### src/rtl/snake_move_unit.sv
// Snake motion and collision engine: timed body shifting, sticky wall/self hit flags, registered cell query.
// Optional build macro SNAKE_WRAP_EN makes the grid edges wrap around instead of acting as walls.
module snake_move_unit #(
    parameter int unsigned GRID_W    = 40,
    parameter int unsigned GRID_H    = 30,
    parameter int unsigned MAX_LEN   = 16,
    parameter int unsigned STEP_SLOW = 25000000,
    parameter int unsigned STEP_MID  = 12500000,
    parameter int unsigned STEP_FAST = 6250000
) (
    input  logic       clk,
    input  logic       rst_n,
    input  logic       key0_right,
    input  logic       key1_left,
    input  logic       key2_down,
    input  logic       key3_up,
    input  logic       start_signal,
    input  logic       clear_signal,
    input  logic [1:0] fact_status,
    input  logic       eat_pulse,
    input  logic [5:0] q_x,
    input  logic [4:0] q_y,
    output logic [5:0] head_x,
    output logic [4:0] head_y,
    output logic [4:0] snake_len,
    output logic       move_tick,
    output logic       hit_wall,
    output logic       hit_body,
    output logic       q_head,
    output logic       q_body
);

    localparam int unsigned XW       = 6;
    localparam int unsigned YW       = 5;
    localparam int unsigned XE       = XW + 1;
    localparam int unsigned YE       = YW + 1;
    localparam int unsigned LW       = 5;
    localparam int unsigned STEP_MS  = (STEP_SLOW > STEP_MID) ? STEP_SLOW : STEP_MID;
    localparam int unsigned STEP_MAX = (STEP_MS > STEP_FAST) ? STEP_MS : STEP_FAST;
    localparam int unsigned CNT_W    = $clog2(STEP_MAX + 1);

    localparam logic [XW-1:0] INIT_X    = XW'(GRID_W / 2);
    localparam logic [YW-1:0] INIT_Y    = YW'(GRID_H / 2);
    localparam logic [LW-1:0] INIT_LEN  = LW'(3);
    localparam logic [LW-1:0] MAX_LEN_L = LW'(MAX_LEN);
    localparam logic [XE-1:0] X_LAST    = XE'(GRID_W - 1);
    localparam logic [YE-1:0] Y_LAST    = YE'(GRID_H - 1);

    typedef enum logic [1:0] {
        DIR_RIGHT = 2'd0,
        DIR_LEFT  = 2'd1,
        DIR_DOWN  = 2'd2,
        DIR_UP    = 2'd3
    } dir_t;

    function automatic dir_t reverse_of(input dir_t d);
        case (d)
            DIR_RIGHT: reverse_of = DIR_LEFT;
            DIR_LEFT:  reverse_of = DIR_RIGHT;
            DIR_DOWN:  reverse_of = DIR_UP;
            default:   reverse_of = DIR_DOWN;
        endcase
    endfunction

    logic [XW-1:0]    seg_x_q [MAX_LEN];
    logic [XW-1:0]    seg_x_d [MAX_LEN];
    logic [YW-1:0]    seg_y_q [MAX_LEN];
    logic [YW-1:0]    seg_y_d [MAX_LEN];
    logic [LW-1:0]    len_q, len_d;
    dir_t             dir_q, dir_d;
    dir_t             pend_q, pend_d;
    logic [CNT_W-1:0] cnt_q, cnt_d;
    logic             grow_q, grow_d;
    logic             hit_wall_q, hit_wall_d;
    logic             hit_body_q, hit_body_d;
    logic             tick_q, tick_d;
    logic             q_head_q, q_head_d;
    logic             q_body_q, q_body_d;

    logic [CNT_W-1:0] period_m1;
    logic             running;
    logic             step;
    logic             key_vld;
    dir_t             key_dir;
    dir_t             dir_eff;
    logic             grow_eff;
    logic [XE-1:0]    nx_ext;
    logic [YE-1:0]    ny_ext;
    logic [XW-1:0]    next_x;
    logic [YW-1:0]    next_y;
    logic             wall_c;
    logic             body_c;

    // Step period is re-selected every cycle so a speed change takes effect mid-count.
    always_comb begin
        case (fact_status)
            2'b01:   period_m1 = CNT_W'(STEP_MID - 1);
            2'b10:   period_m1 = CNT_W'(STEP_FAST - 1);
            default: period_m1 = CNT_W'(STEP_SLOW - 1);
        endcase
    end

    assign running  = start_signal && !hit_wall_q && !hit_body_q;
    assign step     = running && (cnt_q >= period_m1);
    assign grow_eff = grow_q || eat_pulse;

    // Highest-priority pressed key is taken alone; a reversal is dropped rather than falling through.
    always_comb begin
        key_vld = 1'b1;
        key_dir = DIR_RIGHT;
        if (!key3_up) begin
            key_dir = DIR_UP;
        end else if (!key2_down) begin
            key_dir = DIR_DOWN;
        end else if (!key1_left) begin
            key_dir = DIR_LEFT;
        end else if (!key0_right) begin
            key_dir = DIR_RIGHT;
        end else begin
            key_vld = 1'b0;
        end
        dir_eff = pend_q;
        if (running && key_vld && (key_dir != reverse_of(dir_q))) begin
            dir_eff = key_dir;
        end
    end

    // Candidate head position carries one extra bit so that underflow shows up as a set MSB.
    always_comb begin
        nx_ext = {1'b0, seg_x_q[0]};
        ny_ext = {1'b0, seg_y_q[0]};
        case (dir_eff)
            DIR_RIGHT: nx_ext = {1'b0, seg_x_q[0]} + XE'(1);
            DIR_LEFT:  nx_ext = {1'b0, seg_x_q[0]} - XE'(1);
            DIR_DOWN:  ny_ext = {1'b0, seg_y_q[0]} + YE'(1);
            default:   ny_ext = {1'b0, seg_y_q[0]} - YE'(1);
        endcase
`ifdef SNAKE_WRAP_EN
        wall_c = 1'b0;
        next_x = nx_ext[XE-1] ? XW'(GRID_W - 1) : ((nx_ext > X_LAST) ? '0 : nx_ext[XW-1:0]);
        next_y = ny_ext[YE-1] ? YW'(GRID_H - 1) : ((ny_ext > Y_LAST) ? '0 : ny_ext[YW-1:0]);
`else
        wall_c = nx_ext[XE-1] || (nx_ext > X_LAST) || ny_ext[YE-1] || (ny_ext > Y_LAST);
        next_x = nx_ext[XW-1:0];
        next_y = ny_ext[YW-1:0];
`endif
    end

    // The tail only blocks the move when it will not vacate its cell (growth pending).
    always_comb begin
        body_c = 1'b0;
        for (int i = 1; i < int'(MAX_LEN); i++) begin
            if ((LW'(i) < len_q) && ((LW'(i) != (len_q - LW'(1))) || grow_eff) &&
                (seg_x_q[i] == next_x) && (seg_y_q[i] == next_y)) begin
                body_c = 1'b1;
            end
        end
    end

    always_comb begin
        seg_x_d    = seg_x_q;
        seg_y_d    = seg_y_q;
        len_d      = len_q;
        dir_d      = dir_q;
        pend_d     = pend_q;
        cnt_d      = '0;
        grow_d     = grow_eff;
        hit_wall_d = hit_wall_q;
        hit_body_d = hit_body_q;
        tick_d     = 1'b0;
        q_head_d   = (seg_x_q[0] == q_x) && (seg_y_q[0] == q_y);
        q_body_d   = 1'b0;
        for (int i = 1; i < int'(MAX_LEN); i++) begin
            if ((LW'(i) < len_q) && (seg_x_q[i] == q_x) && (seg_y_q[i] == q_y)) begin
                q_body_d = 1'b1;
            end
        end

        if (running) begin
            cnt_d  = cnt_q + CNT_W'(1);
            pend_d = dir_eff;
        end

        if (step) begin
            cnt_d  = '0;
            dir_d  = dir_eff;
            grow_d = 1'b0;
            tick_d = 1'b1;
            if (wall_c) begin
                hit_wall_d = 1'b1;
            end else if (body_c) begin
                hit_body_d = 1'b1;
            end else begin
                for (int i = 1; i < int'(MAX_LEN); i++) begin
                    seg_x_d[i] = seg_x_q[i-1];
                    seg_y_d[i] = seg_y_q[i-1];
                end
                seg_x_d[0] = next_x;
                seg_y_d[0] = next_y;
                if (grow_eff && (len_q < MAX_LEN_L)) begin
                    len_d = len_q + LW'(1);
                end
            end
        end

        if (clear_signal) begin
            for (int i = 0; i < int'(MAX_LEN); i++) begin
                seg_x_d[i] = '0;
                seg_y_d[i] = '0;
            end
            seg_x_d[0] = INIT_X;
            seg_x_d[1] = INIT_X - XW'(1);
            seg_x_d[2] = INIT_X - XW'(2);
            seg_y_d[0] = INIT_Y;
            seg_y_d[1] = INIT_Y;
            seg_y_d[2] = INIT_Y;
            len_d      = INIT_LEN;
            dir_d      = DIR_RIGHT;
            pend_d     = DIR_RIGHT;
            cnt_d      = '0;
            grow_d     = 1'b0;
            hit_wall_d = 1'b0;
            hit_body_d = 1'b0;
            tick_d     = 1'b0;
            q_head_d   = 1'b0;
            q_body_d   = 1'b0;
        end
    end

    always_ff @(posedge clk) begin
        if (!rst_n) begin
            for (int i = 0; i < int'(MAX_LEN); i++) begin
                seg_x_q[i] <= '0;
                seg_y_q[i] <= '0;
            end
            seg_x_q[0] <= INIT_X;
            seg_x_q[1] <= INIT_X - XW'(1);
            seg_x_q[2] <= INIT_X - XW'(2);
            seg_y_q[0] <= INIT_Y;
            seg_y_q[1] <= INIT_Y;
            seg_y_q[2] <= INIT_Y;
            len_q      <= INIT_LEN;
            dir_q      <= DIR_RIGHT;
            pend_q     <= DIR_RIGHT;
            cnt_q      <= '0;
            grow_q     <= 1'b0;
            hit_wall_q <= 1'b0;
            hit_body_q <= 1'b0;
            tick_q     <= 1'b0;
            q_head_q   <= 1'b0;
            q_body_q   <= 1'b0;
        end else begin
            seg_x_q    <= seg_x_d;
            seg_y_q    <= seg_y_d;
            len_q      <= len_d;
            dir_q      <= dir_d;
            pend_q     <= pend_d;
            cnt_q      <= cnt_d;
            grow_q     <= grow_d;
            hit_wall_q <= hit_wall_d;
            hit_body_q <= hit_body_d;
            tick_q     <= tick_d;
            q_head_q   <= q_head_d;
            q_body_q   <= q_body_d;
        end
    end

    assign head_x    = seg_x_q[0];
    assign head_y    = seg_y_q[0];
    assign snake_len = len_q;
    assign move_tick = tick_q;
    assign hit_wall  = hit_wall_q;
    assign hit_body  = hit_body_q;
    assign q_head    = q_head_q;
    assign q_body    = q_body_q;

endmodule

### config.mk
export PLATFORM = sky130hd
export DESIGN_NAME = snake_move_unit
export DESIGN_NICKNAME = d
export VERILOG_FILES = /design/src/rtl/snake_move_unit.sv
export SDC_FILE = /design/constraint.sdc
export NUM_CORES = 1
export LEC_CHECK = 0
export CAP_MARGIN = 20
export CORE_MARGIN = 8
export CORE_UTILIZATION = 40
export CTS_BUF_LIST = sky130_fd_sc_hd__clkbuf_4 sky130_fd_sc_hd__clkbuf_8
export CTS_CLUSTER_DIAMETER = 120
export DETAILED_ROUTE_END_ITERATION = 12
export PLACE_DENSITY_LB_ADDON = 0.15
export SLEW_MARGIN = 5
export SYNTH_ARGS = -nofsm -noshare
export SYNTH_HDL_FRONTEND = slang
export SYNTH_SLANG_ARGS = --single-unit
### constraint.sdc
create_clock -name clk -period 10.6 [get_ports clk]
set_input_delay 1.06 -clock clk [delete_from_list [all_inputs] [get_ports clk]]
set_output_delay 1.06 -clock clk [all_outputs]
set_load 0.05 [all_outputs]
==> flow_summary_export.csv, run 1 <==
group,metric,value,unit
setup_path,max_stage_delay,0.66,ns
sta,min_period,7.75,ns
power,leakagePower,6.21,nW
finish,final_nets,2103,
drt,dr.pass1.iters,6,
logic_synthesis,synth-edff-count,0,
finish,fin_util,44.5,%
sta,hold_violations,0,
setup_path,criticalPathCategory,"primary input to register",
logic_synthesis,yosys_most_used_dff,"dfxtp_1",
setup_path,slowest_stage,"xnor2_1",
place,hpwl,49300,um
finish,regArea,4330,um^2
setup_path,crit_path_start_kind,"primary input",
sta,finalSetupViolations,0,
clock_network,cts_sinks,216,
place,dp.cells,2539,
place,globalplace.congestion,1.01,
finish,multiInputGateArea,11300,um^2
setup_path,worstPathMaxFanout,51,
logic_synthesis,synthArstFlopShare,0,%
global_routing,grt_pass1_vias,15438,
global_routing,grt_start_max_net_pins,97,
logic_synthesis,syn_nets,2180,
clock_network,cts.hold.buffers_added,0,
logic_synthesis,netlist.area_leader.share,26.0,%
logic_synthesis,yosysMostFrequentCell,"nand3_1",
setup_path,crit_chain,"clkdlybuf4s50_1, and3b_1, o21a_1, o31ai_1, nand2_1, nand2_1, inv_1, fa_1, xnor2_1, o21ai_0, mux4_2, a211oi_1, nand4_1, o32ai_1, nand2_1, nand3_4, buf_4, buf_4, o21ai_1, a21oi_1",
logic_synthesis,synth-seq-cells,216,
logic_synthesis,synthCells,2129,
sta,max_freq,129,MHz
drt,drcViolationCount,0,
die,dieArea,48300,um^2
sta,tightest_slew,1.04,ns
logic_synthesis,avgSynthCellArea,7.81,um^2
power,ir_drop,0.104,mV
finish,final_cells,2616,
sta,slew_headroom,30.0,%
power,powerDensity,111,nW/um^2
outcome,status,"completed",
clock_network,clk_path_buf_depth,3,
setup_path,crit_top_cell,"nand2_1",
global_routing,grt_pass1_wl,104000,um
drt,vias,16619,
setup_path,required,11.14,ns
global_routing,antenna_found_initial,0,
logic_synthesis,synth_area,16600,um^2
global_routing,grtUsageTotal,28.5,%
drt,drtIter0Drc,2141,
flow_run,drv_cap,0,
drt,viasPerCell,6.35,
logic_synthesis,yosys.area.top_type,"dfxtp_1",
logic_synthesis,synth_cell_types,88,
min_path,hold_path.class,"register to register",
finish,n_fill_cell,4195,
setup_path,crit_arrival,8.29,ns
setup_path,cp-end-kind,"register",
finish,stdcell_area,18200,um^2
drt,wirelength,70300,um
sta,slew_violations,0,
logic_synthesis,yosys-top-cells-area,"dfxtp_1, xnor2_1, xor2_1",
clock_network,clkTransAtPathRegs,0.06,ns
die,start_util,40.6,%
clock_network,cts_buffers,42,
finish,drive_above_1_share,7.87,%
sta,finClkSkew,0.0302,ns
finish,area_delta_synth_final,9.51,%
drt,wl_per_cell,26.9,um
clock_network,htree_levels,2,
sta,min_period_over_period,73.1,%
die,num_rows,74,
place,placed_area,17200,um^2
sta,setup_tns,0,ns
finish,antennaDiodeCount,0,
sta,rsz0062_at_grt,"no",
clock_network,cts_resized,0,
die,core,40900,um^2
logic_synthesis,yosysWarnings,0,
global_routing,overflow,0,
die,die_h,220,um
clock_network,clk_latency,0.63,ns
drt,postRouteAntennaNets,0,
clock_network,cts_tree,"built",
place,port_buffers,42,
die,die_w,220,um
logic_synthesis,synthTopCellsByCount,"nand3_1, dfxtp_1, a21oi_1",
die,pin_count,43,
logic_synthesis,ys_seq_area_share,26.0,%
clock_network,cts_root_buffer,"clkbuf_8",
clock_network,cts_setup_buffers,0,
-- metrics by stage --
| step | power, mW | worst slack, ns | hold WS (ns) |
|---|---|---|---|
| 2_1_floorplan | 0.983 | 4.27 | 0.426 |
| 3_3_place_gp | 1.06 | 2.55 | 0.447 |
| 3_5_place_dp | 1.06 | 2.47 | 0.449 |
| 4_1_cts | 2.03 | 3.09 | 0.463 |
| 5_1_grt | 2.08 | 2.48 | 0.479 |
| 6_report | 2.02 | 2.85 | 0.461 |
-- registers in the layout, summed over array words and instances (netlist names) --
name / flops
snake_len: 5
move_tick: 1
seg_x_q: 90
hit_body: 1
dir_q: 2
pend_q: 2
hit_wall: 1
q_body: 1
q_head: 1
seg_y_q: 75
cnt_q: 25
head_y: 5
grow_q: 1
head_x: 6
-- cell families after synthesis --
group / Yosys count / synth area share [%]
simple gates: 659 / 21.0
xor+xnor: 368 / 22.2
mux: 13 / 1.01
compound gates: 593 / 21.0
buf+inv: 251 / 6.59
fa+ha+maj: 29 / 2.23
flops: 216 / 26.0
-- placed cells by master (no fill, tap or decap), drive strengths merged, types with 5 or more instances in the layout --
| cell type | instances |
|---|---|
| a2111oi | 5 |
| a211oi | 15 |
| a21o | 10 |
| a21oi | 211 |
| a311oi | 5 |
| a31oi | 15 |
| and2 | 7 |
| and3 | 21 |
| and4 | 7 |
| buf | 50 |
| clkbuf | 64 |
| clkdlybuf4s50 | 42 |
| clkinv | 8 |
| dfxtp | 216 |
| ha | 28 |
| inv | 40 |
| mux2i | 10 |
| nand2 | 70 |
| nand2b | 13 |
| nand3 | 234 |
| nand4 | 54 |
| nand4b | 5 |
| nor2 | 90 |
| nor2b | 12 |
| nor3 | 48 |
| nor3b | 7 |
| nor4 | 50 |
| o2111ai | 14 |
| o211ai | 11 |
| o21a | 5 |
| o21ai | 219 |
| o221ai | 9 |
| o22ai | 12 |
| o31ai | 11 |
| or3 | 18 |
| or4 | 6 |
| xnor2 | 195 |
| xnor3 | 32 |
| xor2 | 141 |
-- power by group --
| group | internal [mW] | leakage (nW) | switching (mW) |
|---|---|---|---|
| Clock | 0.550 | 0.509 | 0.410 |
| Sequential | 0.813 | 1.74 | 0.000746 |
| Combinational | 0.0791 | 3.96 | 0.163 |
| Total | 1.44 | 6.21 | 0.574 |
-- area by class of cell --
cell class                 count  share of cell area (%)
sequential                   216                    23.8
clock inverter                12                   0.770
multi-input combinational   1662                    61.8
clock buffer                  64                    4.50
tap                          532                    3.66
timing repair buffer          92                    4.69
inverter                      38                   0.784
-- path summary, 6_finish.rpt --
path             start           to  slack (ns)  depth (start not counted)
min reg2reg   cnt_q[0]     cnt_q[0]        0.46                          1
max reg2reg   hit_body  seg_y_q[22]        3.34                         19
min           cnt_q[0]     cnt_q[0]        0.46                          1
max          key2_down  seg_y_q[22]        2.85                         20
-- worst max-delay path, delay by kind of cell --
kind                     cells  cell delay, ns
adder cells (fa/ha/maj)      1            0.43
AND/OR/NAND/NOR              6            1.63
buffers and inverters        4            1.51
AO/OA/AOI/OAI                7            2.35
XOR/XNOR                     1            0.66
multiplexers                 1            0.60
-- metal layers --
layer | GRT usage (%) | vias up | wire length (um)
met5 | 0 | - | 0
met4 | 12.2 | 0 | 2930
met3 | 5.27 | 153 | 6230
met2 | 42.0 | 832 | 30000
met1 | 40.0 | 8080 | 31200
li1 | - | 7554 | -
Note: power is estimated with default switching activity, not from simulation.
==> inputs of run 2 (changes only) <==
==> constraint.sdc (replaced) <==
create_clock -name clk -period 7.5 [get_ports clk]
set_input_delay 0.75 -clock clk [delete_from_list [all_inputs] [get_ports clk]]
set_output_delay 0.75 -clock clk [all_outputs]
set_load 0.05 [all_outputs]
==> run 2 against run 1 <==
Compared with the run above: clock power grew 35%; worst hold slack got worse by 0.0014 ns; sequential power up 41%; via count increased by 0.64%; critical path type unchanged; register-to-register slack worse by 2.4 ns; first-iteration DRC count shrank 11%; non-clock buffer count increased by 27; largest cell class unchanged; largest power group unchanged; wire length grew 0.35%; final cell count increased by 0.88%.
==> flow_summary_export.csv, run 2 (synthesized netlist as in run 1, its figures left out) <==
group,metric,value,unit
sta,rsz0062_at_grt,"no",
sta,finClkSkew,0.0218,ns
global_routing,grt_pass1_vias,15636,
clock_network,cts.hold.buffers_added,0,
global_routing,overflow,0,
place,placed_area,17500,um^2
place,globalplace.congestion,1.02,
clock_network,cts_tree,"built",
global_routing,grtUsageTotal,28.7,%
die,core,40900,um^2
min_path,hold_path.class,"register to register",
sta,setup_ws,0.712,ns
drt,wl_per_cell,26.7,um
clock_network,cts_sinks,216,
setup_path,required,8.03,ns
die,start_util,40.6,%
finish,final_nets,2130,
sta,slew_violations,0,
finish,drive_above_1_share,8.92,%
sta,min_period,6.79,ns
finish,layout_commonest_cell,"nand3_1",
setup_path,crit_arrival,7.32,ns
finish,stdcell_area,18400,um^2
finish,n_fill_cell,4179,
global_routing,grt_start_max_net_pins,145,
place,port_buffers,42,
setup_path,criticalPathCategory,"primary input to register",
place,pre_cts_slack,0.279,ns
sta,finalSetupViolations,0,
sta,fin_hold_ws,0.459,ns
global_routing,grt_pass1_wl,105000,um
sta,tightest_slew,1.10,ns
power,powerDensity,152,nW/um^2
clock_network,clk_path_buf_depth,3,
clock_network,clk_latency,0.62,ns
sta,max_freq,147,MHz
drt,drcViolationCount,0,
drt,viasPerCell,6.34,
drt,postRouteAntennaNets,0,
sta,setup_tns,0,ns
sta,slew_headroom,27.0,%
setup_path,cp-end-kind,"register",
finish,reg_top3,"seg_x_q: 90 flops, seg_y_q: 75 flops, cnt_q: 25 flops",
drt,vias,16726,
power,leakagePower,6.34,nW
outcome,status,"completed",
global_routing,antenna_found_initial,0,
clock_network,clkTransAtPathRegs,0.06,ns
die,pin_count,43,
clock_network,cts_root_buffer,"clkbuf_8",
clock_network,cts_setup_buffers,0,
finish,layout_common_cells,"nand3_1, dfxtp_1, a21oi_1, xnor2_1, o21ai_1",
sta,min_period_over_period,90.5,%
finish,top_register,"seg_x_q",
power,ir_drop,0.138,mV
die,num_rows,74,
flow_run,drv_cap,0,
clock_network,cts_buffers,42,
die,die_w,220,um
place,hpwl,50300,um
clock_network,cts_resized,0,
setup_path,crit_path_start_kind,"primary input",
finish,largest_register_ffs,90,
clock_network,htree_levels,2,
finish,antennaDiodeCount,0,
drt,wirelength,70600,um
die,dieArea,48300,um^2
finish,area_delta_synth_final,10.8,%
drt,drtIter0Drc,1914,
drt,dr.pass1.iters,5,
sta,hold_violations,0,
die,die_h,220,um
setup_path,worstPathMaxFanout,63,
==> run 2: cell count changes in the layout (fill, tap and decap cells not counted), moves of 3 or more <==
cell / before / now
clkbuf_4: 10 / 14
clkinv_2: 6 / 3
buf_12: 4 / 9
buf_4: 45 / 67
clkbuf_8: 54 / 49
==> run 2: power by group <==
part	leakage [nW]	internal [mW]	switching [mW]
logic	4.12	0.121	0.240
registers	1.74	1.15	0.000997
clock network	0.477	0.739	0.551
==> run 2: cell type report <==
type	instances	area (um^2)	share of cell area, %
multi-input cells	1662	11300	61.1
inverters	38	143	0.774
clock inverters	9	126	0.686
well taps	532	666	3.61
repair buffers	119	1120	6.07
clock buffers	63	779	4.23
flip-flops and latches	216	4330	23.5
==> run 2: through the flow <==
stage	power (mW)	util, %	std cells
4_1_cts	2.82	45.0	2638
5_1_grt	2.90	45.0	2639
3_3_place_gp	1.52	42.8	2566
6_report	2.80	45.0	2639
3_5_place_dp	1.52	42.8	2566
2_1_floorplan	1.39	-	2129
==> run 2: critical path, stage by stage <==
cell and delay [ns]:
clkdlybuf4s50_1 0.52, and3b_1 0.20, o21a_1 0.28, o31ai_1 0.54
nand2_1 0.29, nand2_1 0.28, inv_1 0.08, fa_1 0.43
nand2b_1 0.17, a21oi_1 0.24, xor2_1 0.22, buf_4 0.20
a211oi_1 0.06, a311oi_1 0.58, nor2_1 0.12, nand4_1 0.15
o32ai_1 0.10, nor4_1 0.29, buf_4 0.20, and3_4 0.71
buf_4 0.45, a21oi_1 0.11, a311oi_1 0.25
==> run 2: final timing paths <==
check / end / cells after the start / from / slack (ns)
worst max-delay path: head_x[1] / 23 / key2_down / 0.71
worst min-delay path: cnt_q[0] / 1 / cnt_q[0] / 0.46
worst max register to register: head_x[1] / 22 / hit_body / 0.91
worst min register to register: cnt_q[0] / 1 / cnt_q[0] / 0.46
==> run 2: routing by layer <==
layer	vias up	global-route usage [%]	routed length, um
li1	7585	-	-
met5	-	0	0
met2	860	42.6	30100
met1	8113	40.9	31400
met3	168	4.26	6040
met4	0	11.9	3000
==> inputs of run 3 (changes only) <==
--- a/config.mk
+++ b/config.mk
@@ -12,6 +12,7 @@
 export CTS_CLUSTER_DIAMETER = 120
 export DETAILED_ROUTE_END_ITERATION = 12
 export PLACE_DENSITY_LB_ADDON = 0.15
+export RECOVER_POWER = 25
 export SLEW_MARGIN = 5
 export SYNTH_ARGS = -nofsm -noshare
 export SYNTH_HDL_FRONTEND = slang
==> run 3 against run 2 <==
Compared with the run above: the flow now finishes with violations (max-capacitance violations, max-slew violations); flip-flop and latch count unchanged; total power about the same; final cell count unchanged; worst hold slack better by 0.00058 ns; global-route usage unchanged; sequential power about the same; combinational power about the same; clock-buffer cell count unchanged; via count down 0.56%; final area down 0.15%; critical path depth down 1; first-iteration DRC count down 0.94%; critical path type unchanged.
==> flow_summary_export.csv, run 3 (synthesized netlist as in run 1, its figures left out) <==
group,metric,value,unit
drt,postRouteAntennaNets,0,
sta,finalSetupViolations,0,
clock_network,cts_root_buffer,"clkbuf_8",
setup_path,r2r_start,"hit_body",
die,die_h,220,um
finish,layout_commonest_cell,"nand3_1",
setup_path,r2r_end,"head_y[4]",
global_routing,met3_usage,4.26,%
clock_network,cts.hold.buffers_added,0,
clock_network,clk_path_buf_depth,3,
global_routing,top_usage_layer,"met2",
setup_path,crit_chain,"clkdlybuf4s50_1, nor3b_4, o21ai_0, o31ai_1, nand2_1, nand2_1, inv_1, fa_1, nand2b_1, a21oi_1, xor2_1, o21ai_1, buf_4, and3_1, a211o_1, nor3_1, nand4_1, o22ai_1, nor4b_2, buf_12, nand2_1, a211oi_1",
die,dieArea,48300,um^2
global_routing,antenna_found_initial,0,
flow_run,drv_cap,4,
clock_network,cts_buffers,42,
global_routing,grt_pass1_wl,105000,um
place,hpwl,50300,um
global_routing,grt_start_max_net_pins,145,
setup_path,crit_buf_inv,4,
sta,slew_violations,213,
finish,top_register,"seg_x_q",
global_routing,overflow,0,
power,ir_drop,0.137,mV
place,globalplace.congestion,1.02,
finish,layout_common_cells,"nand3_1, dfxtp_1, a21oi_1, xnor2_1, o21ai_1",
finish,final_nets,2130,
setup_path,crit_top_cell,"nand2_1",
clock_network,clk_latency,0.62,ns
sta,hold_violations,0,
min_path,hold_path.class,"register to register",
global_routing,grtUsageTotal,28.7,%
clock_network,cts_setup_buffers,0,
drt,wirelength,70500,um
drt,wl_per_cell,26.7,um
finish,antennaDiodeCount,0,
finish,reg_top3,"seg_x_q: 90 flops, seg_y_q: 75 flops, cnt_q: 25 flops",
min_path,hold_path_depth,1,
setup_path,required,7.79,ns
die,die_w,220,um
clock_network,cts_sinks,216,
sta,setup_tns,0,ns
sta,setup_ws,0.496,ns
drt,vias,16632,
setup_path,crit_path_start_kind,"primary input",
setup_path,cp_top_family,"simple AND/OR/NAND/NOR gates",
outcome,status,"finished with violations",
sta,rsz0062_at_grt,"no",
die,core,40900,um^2
finish,area_delta_synth_final,10.7,%
clock_network,clkTransAtPathRegs,0.06,ns
setup_path,criticalPathCategory,"primary input to register",
clock_network,cts_tree,"built",
global_routing,met1_usage,40.9,%
sta,min_period_over_period,93.4,%
global_routing,grt_use_met2,42.6,%
finish,largest_register_ffs,90,
drt,dr.pass1.iters,6,
sta,min_period,7.00,ns
drt,drtIter0Drc,1896,
power,leakagePower,6.34,nW
finish,fin_util,45.0,%
sta,slew_headroom,-208,%
setup_path,slowest_stage,"o31ai_1",
setup_path,worstRegToRegCells,21,
power,powerDensity,152,nW/um^2
min_path,min_to,"cnt_q[0]",
finish,n_fill_cell,4180,
setup_path,crit_arrival,7.29,ns
drt,viasPerCell,6.30,
die,num_rows,74,
clock_network,htree_levels,2,
place,pre_cts_slack,0.279,ns
setup_path,r2r_slack,0.68,ns
setup_path,cp-end-kind,"register",
global_routing,grt_pass1_vias,15636,
drt,drcViolationCount,0,
setup_path,max_stage_delay,0.56,ns
sta,tightest_slew,4.63,ns
sta,max_freq,143,MHz
finish,drive_above_1_share,8.73,%
outcome,violations,"max-capacitance violations, max-slew violations",
place,port_buffers,42,
setup_path,worstPathMaxFanout,144,
min_path,hold_path.startpoint,"cnt_q[0]",
die,pin_count,43,
clock_network,cts_resized,0,
sta,finClkSkew,0.0217,ns
die,start_util,40.6,%
==> run 3: area by class of cell <==
type                            count  area [um^2]  share of cell area, %
Multi-Input combinational cell   1662        11300                   61.2
Sequential cell                   216         4330                   23.5
Timing Repair Buffer              119         1100                   5.96
Clock buffer                       63          779                   4.24
Tap cell                          532          666                   3.62
Inverter                           38          143                  0.775
Clock inverter                      9          126                  0.687
==> run 3: stage by stage <==
| stage | hold WS (ns) | power, mW | instance area, um^2 | instances |
|---|---|---|---|---|
| after global routing | 0.482 | 2.90 | 18400 | 2639 |
| after CTS | 0.465 | 2.82 | 18400 | 2638 |
| after detailed placement | 0.452 | 1.52 | 17500 | 2566 |
| final | 0.460 | 2.80 | 18400 | 2639 |
| after floorplan | 0.426 | 1.39 | 16600 | 2129 |
| after global placement | 0.444 | 1.52 | 17500 | 2566 |
==> run 3: worst max-delay path by stage <==
stage                            start     endpoint  slack [ns]  depth (start not counted)
after floorplan              key2_down  seg_y_q[74]        1.48                         27
after global placement       key2_down    head_x[1]        0.42                         23
after detailed placement     key2_down    head_x[1]        0.28                         23
after CTS                    key2_down    head_x[1]        0.92                         23
after global routing      start_signal    head_x[1]        0.20                         23
final                     start_signal    head_y[4]        0.50                         22
==> run 3: where the power goes <==
part	leakage [nW]	internal, mW	switching (mW)
registers	1.74	1.15	0.000991
clock network	0.477	0.739	0.551
logic	4.12	0.120	0.239
==> run 3: layer usage <==
| metal | vias to the layer above | share of wire, % |
|---|---|---|
| li1 | 7589 | - |
| met1 | 8098 | 45 |
| met2 | 777 | 43 |
| met3 | 168 | 8.2 |
| met4 | 0 | 4.3 |
| met5 | - | 0 |
==> run 3: worst reg2reg max path, stage by stage (launching register included) <==
cell,delay [ns]
dfxtp_1,0.38
nor3b_4,0.37
o21ai_0,0.30
o31ai_1,0.56
nand2_1,0.29
nand2_1,0.29
inv_1,0.09
fa_1,0.42
nand2b_1,0.17
a21oi_1,0.26
xor2_1,0.22
o21ai_1,0.09
buf_4,0.22
and3_1,0.19
a211o_1,0.29
nor3_1,0.41
nand4_1,0.36
o22ai_1,0.33
nor4b_2,0.11
buf_12,0.20
nand2_1,0.80
a211oi_1,0.13
